<file path="config.mk">
export PLATFORM = sky130hd
export DESIGN_NAME = mux_sync_multi
export DESIGN_NICKNAME = d
export VERILOG_FILES = /design/src/rtl/mux_sync_multi.sv
export SDC_FILE = /design/constraint.sdc
export NUM_CORES = 1
export LEC_CHECK = 0
export ABC_AREA = 1
export CAP_MARGIN = 30
export CORE_MARGIN = 2
export CORE_UTILIZATION = 54
export CTS_BUF_LIST = sky130_fd_sc_hd__clkbuf_16
export CTS_CLUSTER_DIAMETER = 60
export DETAILED_ROUTE_END_ITERATION = 8
export DONT_BUFFER_PORTS = 1
export PLACE_DENSITY_LB_ADDON = 0.08
export REMOVE_ABC_BUFFERS = 1
export SYNTH_ARGS = -nofsm -noshare
export SYNTH_HDL_FRONTEND = slang
export SYNTH_SLANG_ARGS = --single-unit
</file>
<file path="constraint.sdc">
create_clock -name sync_clk -period 0.8 [get_ports sync_clk]
set_input_delay 0.16 -clock sync_clk [delete_from_list [all_inputs] [get_ports sync_clk]]
set_output_delay 0.16 -clock sync_clk [all_outputs]
set_load 0.01 [all_outputs]
</file>
<file path="src/rtl/mux_sync_multi.sv">
// -----------------------------------------------------------------------------
// mux_sync_multi
//
// Multi-channel, enable-qualified capture of quasi-static buses into the
// sync_clk domain. Each channel has an asynchronous enable. The enable passes
// through a SYNC_STAGE-deep synchroniser. The synchronised enable, taken either
// as a level or as a rising edge, qualifies a capture of that channel's lane.
// The lane can optionally be Gray-decoded before capture. Each captured value
// is offered downstream with a valid/ready handshake and a sticky overflow flag.
//
// Ports:
//   sync_clk    in   1                  sole clock
//   sync_rstn   in   1                  synchronous active-low reset
//   data_in     in   NUM_CH*DATA_WIDTH  lane c at [c*DATA_WIDTH +: DATA_WIDTH]
//   data_en     in   NUM_CH             per-channel asynchronous enable
//   dout_ready  in   NUM_CH             per-channel consumer ready
//   ovf_clr     in   1                  clears every dout_ovf bit
//   dataout     out  NUM_CH*DATA_WIDTH  captured data, same lane packing
//   dout_valid  out  NUM_CH             captured data pending
//   dout_ovf    out  NUM_CH             sticky: unconsumed data was overwritten
//
// Handshake: dout_valid[c] rises when a value is captured. It stays high until
// an edge where dout_ready[c]=1 and no new capture happens. A capture always
// loads the lane. If a capture lands while valid=1 and ready=0, it overwrites
// unread data and sets dout_ovf[c]. Ready is ignored while valid is low.
// -----------------------------------------------------------------------------
module mux_sync_multi #(
   parameter int                    NUM_CH       = 4,
   parameter int                    DATA_WIDTH   = 8,
   parameter int                    SYNC_STAGE   = 2,
   parameter int                    CAPTURE_MODE = 1,
   parameter int                    GRAY_IN      = 0,
   parameter logic [DATA_WIDTH-1:0] RST_VALUE    = '0
) (
   input  logic                         sync_clk,
   input  logic                         sync_rstn,
   input  logic [NUM_CH*DATA_WIDTH-1:0] data_in,
   input  logic [NUM_CH-1:0]            data_en,
   input  logic [NUM_CH-1:0]            dout_ready,
   input  logic                         ovf_clr,
   output logic [NUM_CH*DATA_WIDTH-1:0] dataout,
   output logic [NUM_CH-1:0]            dout_valid,
   output logic [NUM_CH-1:0]            dout_ovf
);

   for (genvar c = 0; c < NUM_CH; c++) begin : g_ch
      logic [SYNC_STAGE-1:0] r_sync;
      logic                  w_en_sync;
      logic                  w_cap;
      logic [DATA_WIDTH-1:0] w_lane_raw;
      logic [DATA_WIDTH-1:0] w_lane_bin;
      logic [DATA_WIDTH-1:0] r_data;
      logic                  r_valid;
      logic                  r_ovf;

      assign w_lane_raw = data_in[c*DATA_WIDTH +: DATA_WIDTH];

      // Enable synchroniser: bit 0 samples the asynchronous input.
      always_ff @(posedge sync_clk) begin
         if (!sync_rstn) begin
            r_sync <= '0;
         end else begin
            r_sync <= {r_sync[SYNC_STAGE-2:0], data_en[c]};
         end
      end

      assign w_en_sync = r_sync[SYNC_STAGE-1];

      if (CAPTURE_MODE == 1) begin : g_edge
         logic r_en_prev;

         always_ff @(posedge sync_clk) begin
            if (!sync_rstn) begin
               r_en_prev <= 1'b0;
            end else begin
               r_en_prev <= w_en_sync;
            end
         end

         assign w_cap = w_en_sync & ~r_en_prev;
      end else begin : g_level
         assign w_cap = w_en_sync;
      end

      if (GRAY_IN == 1) begin : g_gray
         // Binary bit i is the XOR of all Gray bits at or above position i.
         always_comb begin
            w_lane_bin = '0;
            for (int i = 0; i < DATA_WIDTH; i++) begin
               w_lane_bin[i] = ^(w_lane_raw >> i);
            end
         end
      end else begin : g_plain
         assign w_lane_bin = w_lane_raw;
      end

      always_ff @(posedge sync_clk) begin
         if (!sync_rstn) begin
            r_data  <= RST_VALUE;
            r_valid <= 1'b0;
         end else if (w_cap) begin
            r_data  <= w_lane_bin;
            r_valid <= 1'b1;
         end else if (dout_ready[c]) begin
            r_valid <= 1'b0;
         end
      end

      // A new overflow on this edge takes priority over a global clear.
      always_ff @(posedge sync_clk) begin
         if (!sync_rstn) begin
            r_ovf <= 1'b0;
         end else if (w_cap && r_valid && !dout_ready[c]) begin
            r_ovf <= 1'b1;
         end else if (ovf_clr) begin
            r_ovf <= 1'b0;
         end
      end

      assign dataout[c*DATA_WIDTH +: DATA_WIDTH] = r_data;
      assign dout_valid[c]                       = r_valid;
      assign dout_ovf[c]                         = r_ovf;
   end

endmodule

</file>
Word level (Yosys, flattened, before mapping)
Cells that the tools add are included.
{"block": "op_classes", "mux": 13, "bitwise_logic": 8, "n_reduce_logical": 20}
{"cell": "2-bit nonzero test", "count": 8}
{"cell": "1-bit 2-to-1 mux", "count": 13}
{"cell": "1-bit logical AND", "count": 8}
{"cell": "1-bit AND", "count": 4}
{"cell": "1-bit zero test", "count": 4}
{"cell": "1-bit inverter", "count": 4}
{"block": "totals", "register_bits": 52, "out_inout_bits": 40}

Longest topological paths before layout
{"block": "logic_depth", "ltp_word": 5, "ltp_mapped": 4, "mapped_depth_nobuf": 4}

Worst setup path after synthesis
OpenSTA, ideal clock, no wires.
{"block": "synth_timing", "kind": "reg2reg", "from": "register g_ch[0].g_edge.r_en_prev", "to": "register g_ch[0].r_data[1]", "arrival_ns": 0.665, "slack_ns": 0.019, "path_stages_with_launch": 5, "n_path_buf": 0, "period_less_slack_ns": 0.781, "cell_sequence": "dfxtp_1 inv_2 nand2_1 o21ai_0 nor2_1"}
{"block": "synth_via", "elab_chain_len": 2}
{"item": "from (decl)", "line": "70", "text": "logic r_en_prev;"}
{"item": "from (signal assigned)", "line": "76", "text": "r_en_prev <= w_en_sync;"}
{"item": "1-bit inverter", "line": "80", "text": "assign w_cap = w_en_sync & ~r_en_prev;"}
{"item": "1-bit AND", "line": "80"}
{"item": "to (signal assigned)", "line": "102", "text": "r_data <= w_lane_bin;"}
{"item": "to (decl)", "line": "52", "text": "logic [DATA_WIDTH-1:0] r_data;"}
No other way between the ends.
A chain may end at the register's enable or synchronous reset.

Worst setup path after layout
{"block": "layout_timing", "from": "register g_ch[1].r_ovf", "to": "output dout_ovf[1]"}
{"item": "from (decl)", "line": "54", "text": "logic r_ovf;"}
{"item": "from (signal assigned)", "line": "112", "text": "r_ovf <= 1'b0;"}
{"item": "from (signal assigned)", "line": "114", "text": "r_ovf <= 1'b1;"}
{"item": "from (signal assigned)", "line": "116", "text": "r_ovf <= 1'b0;"}
{"item": "to (decl)", "line": "43", "text": "output logic [NUM_CH-1:0] dout_ovf"}
No word-level cell between the ends.

==> results.py <==
metrics = {
    "status": {
        "status": "complete, but fails checks",
        "violations": "hold timing, setup timing",
    },
    "cts": {
        "cts_tree": "done",
        "clk_path_buf_depth": 2,
        "cts_hold_buf": 4,
        "htreeDepth": 2,
        "cts_buffers": 5,
        "cts-root-buf": "clkbuf_16",
        "worst_skew_pair.late_latency_ns": 0.28,
        "clkTransAtPathRegs_ns": 0.06,
        "cts.sinks": 52,
    },
    "setup_path": {
        "path_cells": "buf_6",
        "slowest_stage": "dfxtp_2",
        "crit_type": "reg2out",
        "cp.required_ns": 0.64,
        "reg2reg_depth": 4,
        "crit_path_end_kind": "output pin",
        "worstPathMaxFanout": 2,
        "crit_arrival_ns": 0.72,
        "slowest_delay_ns": 0.32,
        "critPathLaunchType": "flop",
        "cp.buffers_inverters": 1,
        "path_depth": 1,
        "cp_top_family": "flip-flops",
    },
    "yosys": {
        "yosysMostFrequentCell": "nor2_1",
        "syn-instance-count": 227,
        "synthArstFlopShare_pct": 0,
        "ys_seq_area_share_pct": 56.3,
        "yosysTopAreaCellShare_pct": 56.3,
        "syn_area_sq_mm": 0.00185,
        "syn-mean-instance-area_sq_um": 8.15,
        "synth_edf_count": 0,
        "ys_top_cells_by_area": "dfxtp_1 56%, nor2_1 14%, o21ai_0 7.3%, nand2_1 4.5%, buf_4 3.7%",
        "synth_area_leader_cell": "dfxtp_1",
        "synthFlopType": "dfxtp_1",
        "netlist_top_cells_count": "68 x nor2_1, 52 x dfxtp_1, 27 x o21ai_0",
        "synthDistinctLibCells": 14,
        "ys_ff_latch": 52,
        "synth_warnings": 0,
    },
    "grt": {
        "grt_max_degree": 50,
        "antenna_found_initial": 0,
        "grt-ovfl-total": 0,
        "grt_usage_pct": 20.6,
        "grt_first_pass_wirelength_mm": 6.44,
        "grt_pass1_vias": 1483,
    },
    "sta": {
        "worst_slew_pin_slew_ns": 0.195,
        "hold_viol_final": 26,
        "finalCriticalPeriod_ns": 0.878,
        "hold_ws_ns": -0.0252,
        "max_freq_ghz": 1.14,
        "fin_ws_ns": -0.0777,
        "rsz0062_at_grt": "yes",
        "setup_viol_count_final": 45,
        "finalCritPeriodShare_pct": 110,
        "fin_worst_skew_ns": 0.00227,
        "finalMaxSlewViolations": 0,
        "max-slew-margin-rel_pct": 87.0,
    },
    "power_and_ir_drop": {
        "pwr-share-seq_pct": 55.2,
        "p_sw_share_pct": 22.2,
        "p_leak_nw": 0.967,
        "peakVddDrop_mv": 1.22,
        "clkPwrFrac_pct": 37.6,
        "fin_total_pwr_w": 0.00512,
        "internal_power_w": 0.00398,
        "p_sw_w": 0.00114,
        "power_density_mw_per_mm2": 2120,
        "power_frac_comb_pct": 7.1,
    },
    "run": {
        "maxCapViolations": 0,
    },
    "finish": {
        "fin_nets": 278,
        "syn2layout_area_growth_pct": 30.6,
        "diodes": 0,
        "layout.cells.non_filler": 281,
        "drive_gt1_share_pct": 51.5,
    },
    "die": {
        "start_util_pct": 55.9,
        "die_width_um": 62.5,
        "core_sq_mm": 0.00331,
        "die_y_um": 62.5,
        "dieArea_sq_mm": 0.00391,
        "rows": 21,
        "ioPinCount": 83,
    },
    "worst_hold_path": {
        "hold_path_class": "in2reg",
        "hold_depth": 2,
    },
    "detailed_routing": {
        "via_count": 1475,
        "antenna_left": 0,
        "drt_iter0_markers": 78,
        "drc": 0,
        "drt-wirelength-per-cell_um": 13.7,
        "avgViaCountPerCell": 5.25,
        "dr.pass1.iters": 4,
        "wl_mm": 3.84,
    },
    "place": {
        "portBuffers": 0,
        "placedCellCount": 265,
        "dp_hpwl_mm": 2.28,
        "place_congestion": 0.672,
    },
}
==> cell usage in the layout (no fill, tap or decap), drive strengths merged <==
master / instances
dlygate4sd3: 4
o21a: 4
o21ai: 32
clkbuf: 5
nor2: 76
dfxtp: 52
clkinv: 2
nand2: 24
a21oi: 4
buf: 6
inv: 26
==> stage by stage <==
stage / cell area [sq um] / setup TNS, ns / setup WS [ns] / utilization [%]
after detailed placement: 1860 / -2.12 / -0.127 / 56.1
after global routing: 2420 / -3.41 / -0.103 / 73.0
after floorplan: 1760 / 0 / 0.0188 / -
after CTS: 2240 / -0.711 / -0.0828 / 67.6
after global placement: 1860 / -0.961 / -0.0724 / 56.1
final: 2420 / -1.02 / -0.0777 / 73.0
==> timing repair <==
action / in CTS / in global routing
resized for setup: 109 / 49
pin swaps: 13 / 29
endpoints found under the setup margin: 80 / 80
cloned: 4 / 0
buffers inserted: 0 / 1
endpoints found under the hold margin: 20 / 40
==> sequential cells by signal, summed over array words and instances, names as in the netlist <==
| signal | count |
|---|---|
| g_ch.r_valid | 4 |
| g_ch.r_data | 32 |
| g_ch.r_sync | 8 |
| g_ch.g_edge.r_en_prev | 4 |
| g_ch.r_ovf | 4 |
==> area by class of cell <==
| class | count | area [sq um] |
|---|---|---|
| clock buffers | 5 | 125 |
| clock inverters | 2 | 7.51 |
| fillers | 248 | 895 |
| inverters | 26 | 118 |
| multi-input cells | 140 | 861 |
| flip-flops and latches | 52 | 1140 |
| well taps | 46 | 57.6 |
| repair buffers | 10 | 104 |
==> power by group through the flow <==
stage | sequential, W | combinational, W | clock, W
finish | 0.00283 | 0.000364 | 0.00193
global route | 0.00284 | 0.000414 | 0.00211
CTS | 0.00284 | 0.000320 | 0.00198
detailed placement | 0.00288 | 0.000255 | 0
global placement | 0.00288 | 0.000240 | 0
floorplan | 0.00287 | 0.000202 | 0
==> logic make-up (layout without fill, tap and decap cells) <==
family                 after synthesis  in the layout  synth area share [%]
AND/OR/NAND/NOR                     96            100                  22.3
buffers and inverters               39             43                  10.0
flip-flops                          52             52                  56.3
AO/OA/AOI/OAI                       40             40                  11.4
==> metal layers <==
metal | GRT usage, % | part of all wire, % | vias to the layer above
li1 | - | - | 718
met1 | 21.7 | 38 | 696
met2 | 37.4 | 53 | 53
met3 | 6.13 | 7.7 | 8
met4 | 9.72 | 1.7 | 0
met5 | 0 | 0 | -
==> worst paths after layout <==
check | start | end | slack [ns]
max | g_ch[1].r_ovf | dout_ovf[1] | -0.08
min | sync_rstn | g_ch[2].r_sync[1] | -0.03
max reg2reg | g_ch[2].r_sync[1] | g_ch[2].r_data[3] | -0.06
min reg2reg | g_ch[1].r_sync[0] | g_ch[1].r_sync[1] | 0.41
No activity file was read; power rests on OpenSTA's default activity.
